## config.mk

```make
export PLATFORM = sky130hd
export DESIGN_NAME = or1k_wb_arbiter
export DESIGN_NICKNAME = d
export VERILOG_FILES = /design/src/rtl/or1k_wb_arbiter.sv
export SDC_FILE = /design/constraint.sdc
export NUM_CORES = 1
export LEC_CHECK = 0
export ABC_AREA = 1
export CORE_AREA = 2 2 132 134
export DETAILED_ROUTE_END_ITERATION = 16
export DIE_AREA = 0 0 134 136
export DONT_BUFFER_PORTS = 1
export HOLD_SLACK_MARGIN = 0.03
export SYNTH_ARGS = -nofsm -noshare
export SYNTH_HDL_FRONTEND = slang
export SYNTH_SLANG_ARGS = --single-unit
```

## constraint.sdc

```tcl
create_clock -name clk -period 1.85 [get_ports clk]
set_input_delay 0.185 -clock clk [delete_from_list [all_inputs] [get_ports clk]]
set_output_delay 0.185 -clock clk [all_outputs]
set_load 0.02 [all_outputs]
```

## src/rtl/or1k_wb_arbiter.sv

```systemverilog
// Two-master Wishbone arbiter: CPU instruction (i) and data (d) ports share one system bus.
// Round-robin on ties, bursts held to completion, watchdog turns a silent slave into a bus error.
module or1k_wb_arbiter #(
   parameter int ADDR_WIDTH = 32,
   parameter int DATA_WIDTH = 32,
   parameter int TIMEOUT    = 255
) (
   input  logic                    clk,
   input  logic                    rst,

   input  logic [ADDR_WIDTH-1:0]   i_adr_i,
   input  logic [DATA_WIDTH-1:0]   i_dat_i,
   input  logic [DATA_WIDTH/8-1:0] i_sel_i,
   input  logic                    i_cyc_i,
   input  logic                    i_stb_i,
   input  logic                    i_we_i,
   input  logic [2:0]              i_cti_i,
   input  logic [1:0]              i_bte_i,
   output logic                    i_ack_o,
   output logic                    i_err_o,
   output logic                    i_rty_o,
   output logic [DATA_WIDTH-1:0]   i_dat_o,

   input  logic [ADDR_WIDTH-1:0]   d_adr_i,
   input  logic [DATA_WIDTH-1:0]   d_dat_i,
   input  logic [DATA_WIDTH/8-1:0] d_sel_i,
   input  logic                    d_cyc_i,
   input  logic                    d_stb_i,
   input  logic                    d_we_i,
   input  logic [2:0]              d_cti_i,
   input  logic [1:0]              d_bte_i,
   output logic                    d_ack_o,
   output logic                    d_err_o,
   output logic                    d_rty_o,
   output logic [DATA_WIDTH-1:0]   d_dat_o,

   output logic [ADDR_WIDTH-1:0]   m_adr_o,
   output logic [DATA_WIDTH-1:0]   m_dat_o,
   output logic [DATA_WIDTH/8-1:0] m_sel_o,
   output logic                    m_cyc_o,
   output logic                    m_stb_o,
   output logic                    m_we_o,
   output logic [2:0]              m_cti_o,
   output logic [1:0]              m_bte_o,
   input  logic                    m_ack_i,
   input  logic                    m_err_i,
   input  logic                    m_rty_i,
   input  logic [DATA_WIDTH-1:0]   m_dat_i,

   output logic [1:0]              grant_o,
   output logic                    timeout_o
);

   localparam logic [7:0] TO = 8'(TIMEOUT);

   typedef enum logic [1:0] {IDLE = 2'd0, GNT_I = 2'd1, GNT_D = 2'd2} state_t;

   typedef struct packed {
      logic [ADDR_WIDTH-1:0]   adr;
      logic [DATA_WIDTH-1:0]   dat;
      logic [DATA_WIDTH/8-1:0] sel;
      logic                    cyc;
      logic                    stb;
      logic                    we;
      logic [2:0]              cti;
      logic [1:0]              bte;
   } req_t;

   state_t     state;
   logic       last_d;
   logic [7:0] cnt;
   logic       abort;

   req_t ireq, dreq, own;
   logic own_i, own_d, live, route, fire, resp_ok;

   always_comb begin
      ireq.adr = i_adr_i; ireq.dat = i_dat_i; ireq.sel = i_sel_i; ireq.cyc = i_cyc_i;
      ireq.stb = i_stb_i; ireq.we  = i_we_i;  ireq.cti = i_cti_i; ireq.bte = i_bte_i;
      dreq.adr = d_adr_i; dreq.dat = d_dat_i; dreq.sel = d_sel_i; dreq.cyc = d_cyc_i;
      dreq.stb = d_stb_i; dreq.we  = d_we_i;  dreq.cti = d_cti_i; dreq.bte = d_bte_i;
   end

   assign own_i = (state == GNT_I);
   assign own_d = (state == GNT_D);

   always_comb begin
      own = '0;
      if (own_d)      own = dreq;
      else if (own_i) own = ireq;
   end

   // abort holds the bus dead after a watchdog fire until the owner ends its cycle,
   // so a late slave response cannot be mistaken for the start of a new transfer.
   assign live    = (state != IDLE) && !rst && !abort;
   assign route   = live && own.cyc;
   assign fire    = route && (cnt == TO);
   assign resp_ok = route && !fire;

   assign m_adr_o = own.adr;
   assign m_dat_o = own.dat;
   assign m_sel_o = own.sel;
   assign m_we_o  = own.we;
   assign m_cti_o = own.cti;
   assign m_bte_o = own.bte;
   assign m_cyc_o = route && !fire;
   assign m_stb_o = m_cyc_o && own.stb;

   assign i_ack_o = own_i && resp_ok && m_ack_i;
   assign i_rty_o = own_i && resp_ok && m_rty_i;
   assign i_err_o = own_i && route && (fire || m_err_i);
   assign d_ack_o = own_d && resp_ok && m_ack_i;
   assign d_rty_o = own_d && resp_ok && m_rty_i;
   assign d_err_o = own_d && route && (fire || m_err_i);

   assign i_dat_o   = m_dat_i;
   assign d_dat_o   = m_dat_i;
   assign grant_o   = {own_d, own_i};
   assign timeout_o = fire;

   always_ff @(posedge clk) begin
      if (rst) begin
         state  <= IDLE;
         last_d <= 1'b0;
      end else begin
         unique case (state)
            IDLE: begin
               if (i_cyc_i && d_cyc_i) begin
                  state  <= last_d ? GNT_I : GNT_D;
                  last_d <= !last_d;
               end else if (d_cyc_i) begin
                  state  <= GNT_D;
                  last_d <= 1'b1;
               end else if (i_cyc_i) begin
                  state  <= GNT_I;
                  last_d <= 1'b0;
               end
            end
            GNT_I: if (!i_cyc_i) begin
               if (d_cyc_i) begin
                  state  <= GNT_D;
                  last_d <= 1'b1;
               end else begin
                  state  <= IDLE;
               end
            end
            GNT_D: if (!d_cyc_i) begin
               if (i_cyc_i) begin
                  state  <= GNT_I;
                  last_d <= 1'b0;
               end else begin
                  state  <= IDLE;
               end
            end
            default: state <= IDLE;
         endcase
      end
   end

   always_ff @(posedge clk) begin
      if (rst) begin
         cnt   <= 8'd0;
         abort <= 1'b0;
      end else begin
         if (fire || !(m_cyc_o && m_stb_o) || m_ack_i || m_err_i || m_rty_i)
            cnt <= 8'd0;
         else
            cnt <= cnt + 8'd1;
         abort <= (fire || abort) && own.cyc;
      end
   end

endmodule

```

==> results of run 1 <==
==> where the power goes <==
group / internal (mW) / switching, mW
clock: 0.280 / 0.0989
combinational: 1.35 / 1.63
sequential: 0.291 / 0.0345
total: 1.92 / 1.76
==> final cells by class <==
type	instances	area share
multi-input cells	168	0.5266
diodes	1	0.0008446
inverters	20	0.02787
repair buffers	55	0.2407
well taps	225	0.09502
flip-flops and latches	12	0.08362
clock buffers	3	0.02534
==> per-stage QoR <==
step	cells	TNS (ns)
6_report	484	-0.09858
5_1_grt	483	-1.684
3_5_place_dp	462	0
3_3_place_gp	462	0
2_1_floorplan	284	-0.02007
4_1_cts	480	-0.4330
==> worst min-delay path by stage <==
stage          startpoint  slack [ns]  depth (start not counted)                    end
6_report          d_cyc_i        0.14                          2  state[1]$_SDFFE_PP0P_
5_1_grt           d_cyc_i        0.14                          2  state[1]$_SDFFE_PP0P_
4_1_cts           d_cyc_i        0.12                          2  state[1]$_SDFFE_PP0P_
3_5_place_dp          rst        0.26                          1  state[1]$_SDFFE_PP0P_
3_3_place_gp          rst        0.26                          1  state[1]$_SDFFE_PP0P_
2_1_floorplan         rst        0.25                          1  state[0]$_SDFFE_PP0P_
==> metal layers <==
layer	GRT usage	up-vias	routed length, µm
li1	-	882	-
met3	0.05928	10	1407
met5	0	-	31
met4	0.01005	4	61
met1	0.1299	940	4540
met2	0.1863	142	5727
==> cells by family (layout without fill, tap and decap cells) <==
family	Yosys count	count (layout)	share of synthesized area
and+or+nand+nor	73	73	0.1652
adders and majority gates	5	5	0.03003
buffers and inverters	104	78	0.3291
other	0	1	0
DFF	12	12	0.1153
xor gates and xnor gates	6	6	0.02523
AOI/OAI and AO/OA	84	84	0.3351
==> Yosys cell counts (all sizes together) <==
library cell / number / area [µm²]
dfxtp: 12 / 240.2
ha: 5 / 62.56
o21ai: 4 / 20.02
clkbuf: 6 / 22.52
inv: 20 / 75.07
xor2: 5 / 43.79
nand4: 2 / 33.78
nand3: 8 / 45.04
a21oi: 6 / 30.03
nand2: 35 / 138.9
xnor2: 1 / 8.760
a22o: 74 / 648.1
buf: 78 / 588.1
and3: 1 / 7.510
nor2: 27 / 118.9
==> layout by cell type, fill, tap and decap left out, types with 8 or more instances in the layout <==
master   synthesis  final
nor2_1          22     21
a22o_4           0     34
buf_4           74     21
buf_12           0      8
inv_1           18     14
dfxtp_1         12     10
nand2_1         32     29
a22o_2           0     22
a22o_1          74     18
buf_6            2     18
==> registers in the layout, indices dropped and copies added, names as in the netlist <==
name	cells
cnt	8
state	2
abort	1
last_d	1
==> repair_timing <==
item | CTS | global route
endpoints found under the setup margin | 73 | 69
gates cloned | 5 | 1
gates resized for setup | 59 | 68
setup buffers | 9 | 4
pin swaps | 8 | 14
hold buffers | 1 | 0
endpoints found under the hold margin | 2 | 0
==> results.sh, run 1 <==
export IMPL_status="finished with violations"
export IMPL_violations="negative setup slack"
export IMPL_first_iter_violations=81
export IMPL_critical_path_cell_chain="inv_4 -> ha_4 -> inv_4 -> nor2_4 -> buf_4 -> buf_12 -> buf_8 -> a22o_4 -> buf_12"
export IMPL_die_w_um=134
export IMPL_synth_cell_types=23
export IMPL_max_freq_mhz=532.4
export IMPL_max_stage_delay_ns=0.38
export IMPL_grt_setup_unrepaired="yes"
export IMPL_ys_seq_area_frac=0.1153
export IMPL_endpoint_kind="primary output"
export IMPL_cts_path_max_buffers=2
export IMPL_cts_tree="built"
export IMPL_finalPower_mw=3.676
export IMPL_setup_violations=7
export IMPL_worstReg2RegEnd="last_d$_SDFFE_PP0P_"
export IMPL_period_share=1.015
export IMPL_grt_max_degree=39
export IMPL_r2r_cells=10
export IMPL_overflow=0
export IMPL_drc=0
export IMPL_stdcell_area_um2=2963
export IMPL_finalHoldViolations=0
export IMPL_core_um2=16880
export IMPL_grt_pass1_wl_mm=14.15
export IMPL_grt_total_usage=0.1110
export IMPL_cp_max_fo=5
export IMPL_cpMaxStageDelayCell="dfxtp_4"
export IMPL_setup_worst_path_class="reg2out"
export IMPL_worstHoldPathType="in2reg"
export IMPL_slew_limit_headroom=0.8272
export IMPL_synth_seq_cells=12
export IMPL_cap_violations=0
export IMPL_drt_total_wl_mm=11.77
export IMPL_cts_sinks=12
export IMPL_die_y_um=136
export IMPL_worst_pin_slew_ns=0.2583
export IMPL_crit_buf_inv=6
export IMPL_min_period_ns=1.878
export IMPL_gp_congestion=0.7512
export IMPL_cts_made_buffers=3
export IMPL_antenna_found_initial=3
export IMPL_cp_start_kind="register"
export IMPL_drive_above_1_share=0.5504
export IMPL_die_area_um2=18220
export IMPL_num_vias=1978
export IMPL_syn_to_final_growth_pct=42.22
export IMPL_syn_inst=284
export IMPL_crit_family="buffers and inverters"
export IMPL_dp_hpwl_mm=9.004
export IMPL_grt_pass1_vias=1937
export IMPL_num_io_pins=338
export IMPL_rows=48
export IMPL_postLayoutCoreUtil=0.1756
export IMPL_worstSkewPairLatency_ns=0.23
export IMPL_worst_path_stages=9
export IMPL_setup_ws_ns=-0.02841
export IMPL_seq_area_um2=247.7
export IMPL_viasPerCell=4.087
export IMPL_ir_drop_v=0.0005264
export IMPL_fin_nets=454
export IMPL_h_tree_depth=1
export IMPL_whs_ns=0.1424
export IMPL_path_clk_slew_ns=0.04
export IMPL_wl_per_cell_um=24.31
export IMPL_multiInputGateArea_um2=1560
export IMPL_drv_slew=0
export IMPL_startpoint="state[1]$_SDFFE_PP0P_"
export IMPL_fillers=1886
export IMPL_skew_ns=0.003222
export IMPL_r2r_start="state[0]$_SDFFE_PP0P_"
export IMPL_clockRootBuffer="clkbuf_16"
export IMPL_crit_end="m_dat_o[28]"
export IMPL_p_per_area_nw_per_um2=1241
export IMPL_start_util=0.1234
export IMPL_yosysWarnings=0
export IMPL_synth_area_um2=2083
export IMPL_syn_num_nets=478
export IMPL_dp_slack_ns=0.02690
export IMPL_leakagePower_nw=1.264
export IMPL_numPortBuffers=0
export IMPL_first_pass_iters=4
export IMPL_critPathRequiredTime_ns=1.66
export IMPL_ant_nets=0
export IMPL_ff2ff_setup_slack_ns=0.19
export IMPL_arrival_ns=1.69
export IMPL_placed_area_um2=2140
export IMPL_syn_area_per_cell_um2=7.335
No activity file was read; power rests on OpenSTA's default activity.
==> run 2, diff against run 1 <==
--- a/config.mk
+++ b/config.mk
@@ -11,6 +11,7 @@
 export DIE_AREA = 0 0 134 136
 export DONT_BUFFER_PORTS = 1
 export HOLD_SLACK_MARGIN = 0.03
+export REMOVE_ABC_BUFFERS = 1
 export SYNTH_ARGS = -nofsm -noshare
 export SYNTH_HDL_FRONTEND = slang
 export SYNTH_SLANG_ARGS = --single-unit
==> results.sh, run 2 (synthesized netlist as in run 1, its figures left out) <==
export IMPL_startpoint="state[1]$_SDFFE_PP0P_"
export IMPL_start_util=0.1234
export IMPL_max_freq_mhz=533.7
export IMPL_final_common_cell="a22o_1"
export IMPL_ir_drop_v=0.0004200
export IMPL_h_tree_depth=1
export IMPL_layoutNonFillerInstCount=512
export IMPL_min_period_ns=1.874
export IMPL_whs_ns=0.007542
export IMPL_ant_nets=0
export IMPL_finalSetupTns_ns=-0.06512
export IMPL_skew_ns=0.0004562
export IMPL_grt_pass1_wl_mm=23.54
export IMPL_die_y_um=136
export IMPL_first_pass_iters=4
export IMPL_path_clk_slew_ns=0.04
export IMPL_cts_made_buffers=3
export IMPL_period_share=1.013
export IMPL_drc=0
export IMPL_finalPower_mw=4.421
export IMPL_syn_to_final_growth_pct=59.76
export IMPL_worstHoldPathType="in2reg"
export IMPL_p_per_area_nw_per_um2=1328
export IMPL_fin_nets=482
export IMPL_cp_max_fo=14
export IMPL_cts_tree="built"
export IMPL_rows=48
export IMPL_crit_buf_inv=4
export IMPL_fillers=1858
export IMPL_numPortBuffers=0
export IMPL_die_w_um=134
export IMPL_dp_slack_ns=-0.08859
export IMPL_overflow=0
export IMPL_grt_max_degree=30
export IMPL_slew_limit_headroom=0.7573
export IMPL_cpMaxStageDelayCell="dfxtp_2"
export IMPL_worstReg2RegEnd="last_d$_SDFFE_PP0P_"
export IMPL_top_regs="cnt: 8 flops, state: 2 flops"
export IMPL_placed_area_um2=2605
export IMPL_core_um2=16880
export IMPL_cap_violations=0
export IMPL_largest_reg_flops=8
export IMPL_worstSkewPairLatency_ns=0.23
export IMPL_ff2ff_setup_slack_ns=0.25
export IMPL_first_iter_violations=168
export IMPL_dp_cells=491
export IMPL_cp_start_kind="register"
export IMPL_worst_path_stages=7
export IMPL_stdcell_area_um2=3328
export IMPL_critical_path_cell_chain="buf_6 -> ha_4 -> nor2_4 -> buf_6 -> buf_12 -> a22o_1 -> buf_12"
export IMPL_crit_family="buffers and inverters"
export IMPL_setup_ws_ns=-0.02387
export IMPL_gp_congestion=0.8288
export IMPL_status="finished with violations"
export IMPL_worst_pin_slew_ns=0.3641
export IMPL_finalHoldViolations=0
export IMPL_wl_per_cell_um=39.38
export IMPL_drive_above_1_share=0.5035
export IMPL_num_vias=2305
export IMPL_grt_total_usage=0.2031
export IMPL_critPathRequiredTime_ns=1.66
export IMPL_grt_setup_unrepaired="yes"
export IMPL_leakagePower_nw=1.402
export IMPL_drt_total_wl_mm=20.16
export IMPL_clockRootBuffer="clkbuf_16"
export IMPL_max_stage_delay_ns=0.33
export IMPL_num_io_pins=338
export IMPL_die_area_um2=18220
export IMPL_antenna_found_initial=1
export IMPL_crit_end="m_dat_o[19]"
export IMPL_cts_sinks=12
export IMPL_r2r_start="state[1]$_SDFFE_PP0P_"
export IMPL_dp_hpwl_mm=16.96
export IMPL_cts_path_max_buffers=2
export IMPL_max_flop_register="cnt"
export IMPL_postLayoutCoreUtil=0.1972
export IMPL_drv_slew=0
export IMPL_setup_violations=7
export IMPL_viasPerCell=4.502
export IMPL_endpoint_kind="primary output"
export IMPL_violations="negative setup slack"
export IMPL_grt_pass1_vias=2227
export IMPL_arrival_ns=1.69
export IMPL_setup_worst_path_class="reg2out"
export IMPL_final_cell_mix="47 x a22o_1, 28 x buf_4, 28 x buf_12"
export IMPL_r2r_cells=9
[run 2: where the power goes]
group	switching, mW	total (mW)	internal (mW)	leakage (nW)
Combinational	1.97	3.72	1.75	1.27
Sequential	0.0292	0.318	0.289	0.0983
Clock	0.101	0.381	0.280	0.0370
Total	2.10	4.42	2.32	1.40
[run 2: what timing repair did]
action                     CTS  global route
gates cloned                 3             5
setup buffers                6             4
pin swaps                    8            14
setup endpoints to repair   81            58
gates resized for setup     39            45
hold endpoints to repair     2             2
[run 2: worst min path at each step]
stage / start / endpoint / depth (start not counted)
floorplan: rst / state[0]$_SDFFE_PP0P_ / 1
global placement: rst / state[0]$_SDFFE_PP0P_ / 1
detailed placement: rst / state[0]$_SDFFE_PP0P_ / 1
CTS: rst / state[0]$_SDFFE_PP0P_ / 1
global route: rst / state[0]$_SDFFE_PP0P_ / 1
finish: rst / state[0]$_SDFFE_PP0P_ / 1
[run 2: cell type report]
class                      count  area [µm²]  share of cell area
clock buffer                   3       75.07             0.02256
tap                          225       281.5             0.08459
antenna                        1       2.502           0.0007519
multi-input combinational    168        1451              0.4361
timing repair buffer          83        1192              0.3583
inverter                      20       80.08             0.02406
sequential                    12       245.2             0.07368
[run 2: metal layers]
metal / GRT usage / part of all wire / vias up
met4: 0.1141 / 0.061 / 6
li1: - / - / 939
met2: 0.2920 / 0.42 / 285
met3: 0.1995 / 0.22 / 24
met1: 0.1751 / 0.28 / 1051
met5: 0.1306 / 0.016 / -
[run 2: worst register-to-register path, delay by kind of cell (launching register included)]
kind / cells / cell delay (ns)
simple gates: 4 / 0.39
buf+inv: 2 / 0.36
flops: 1 / 0.33
compound gates: 2 / 0.23
fa+ha+maj: 1 / 0.19
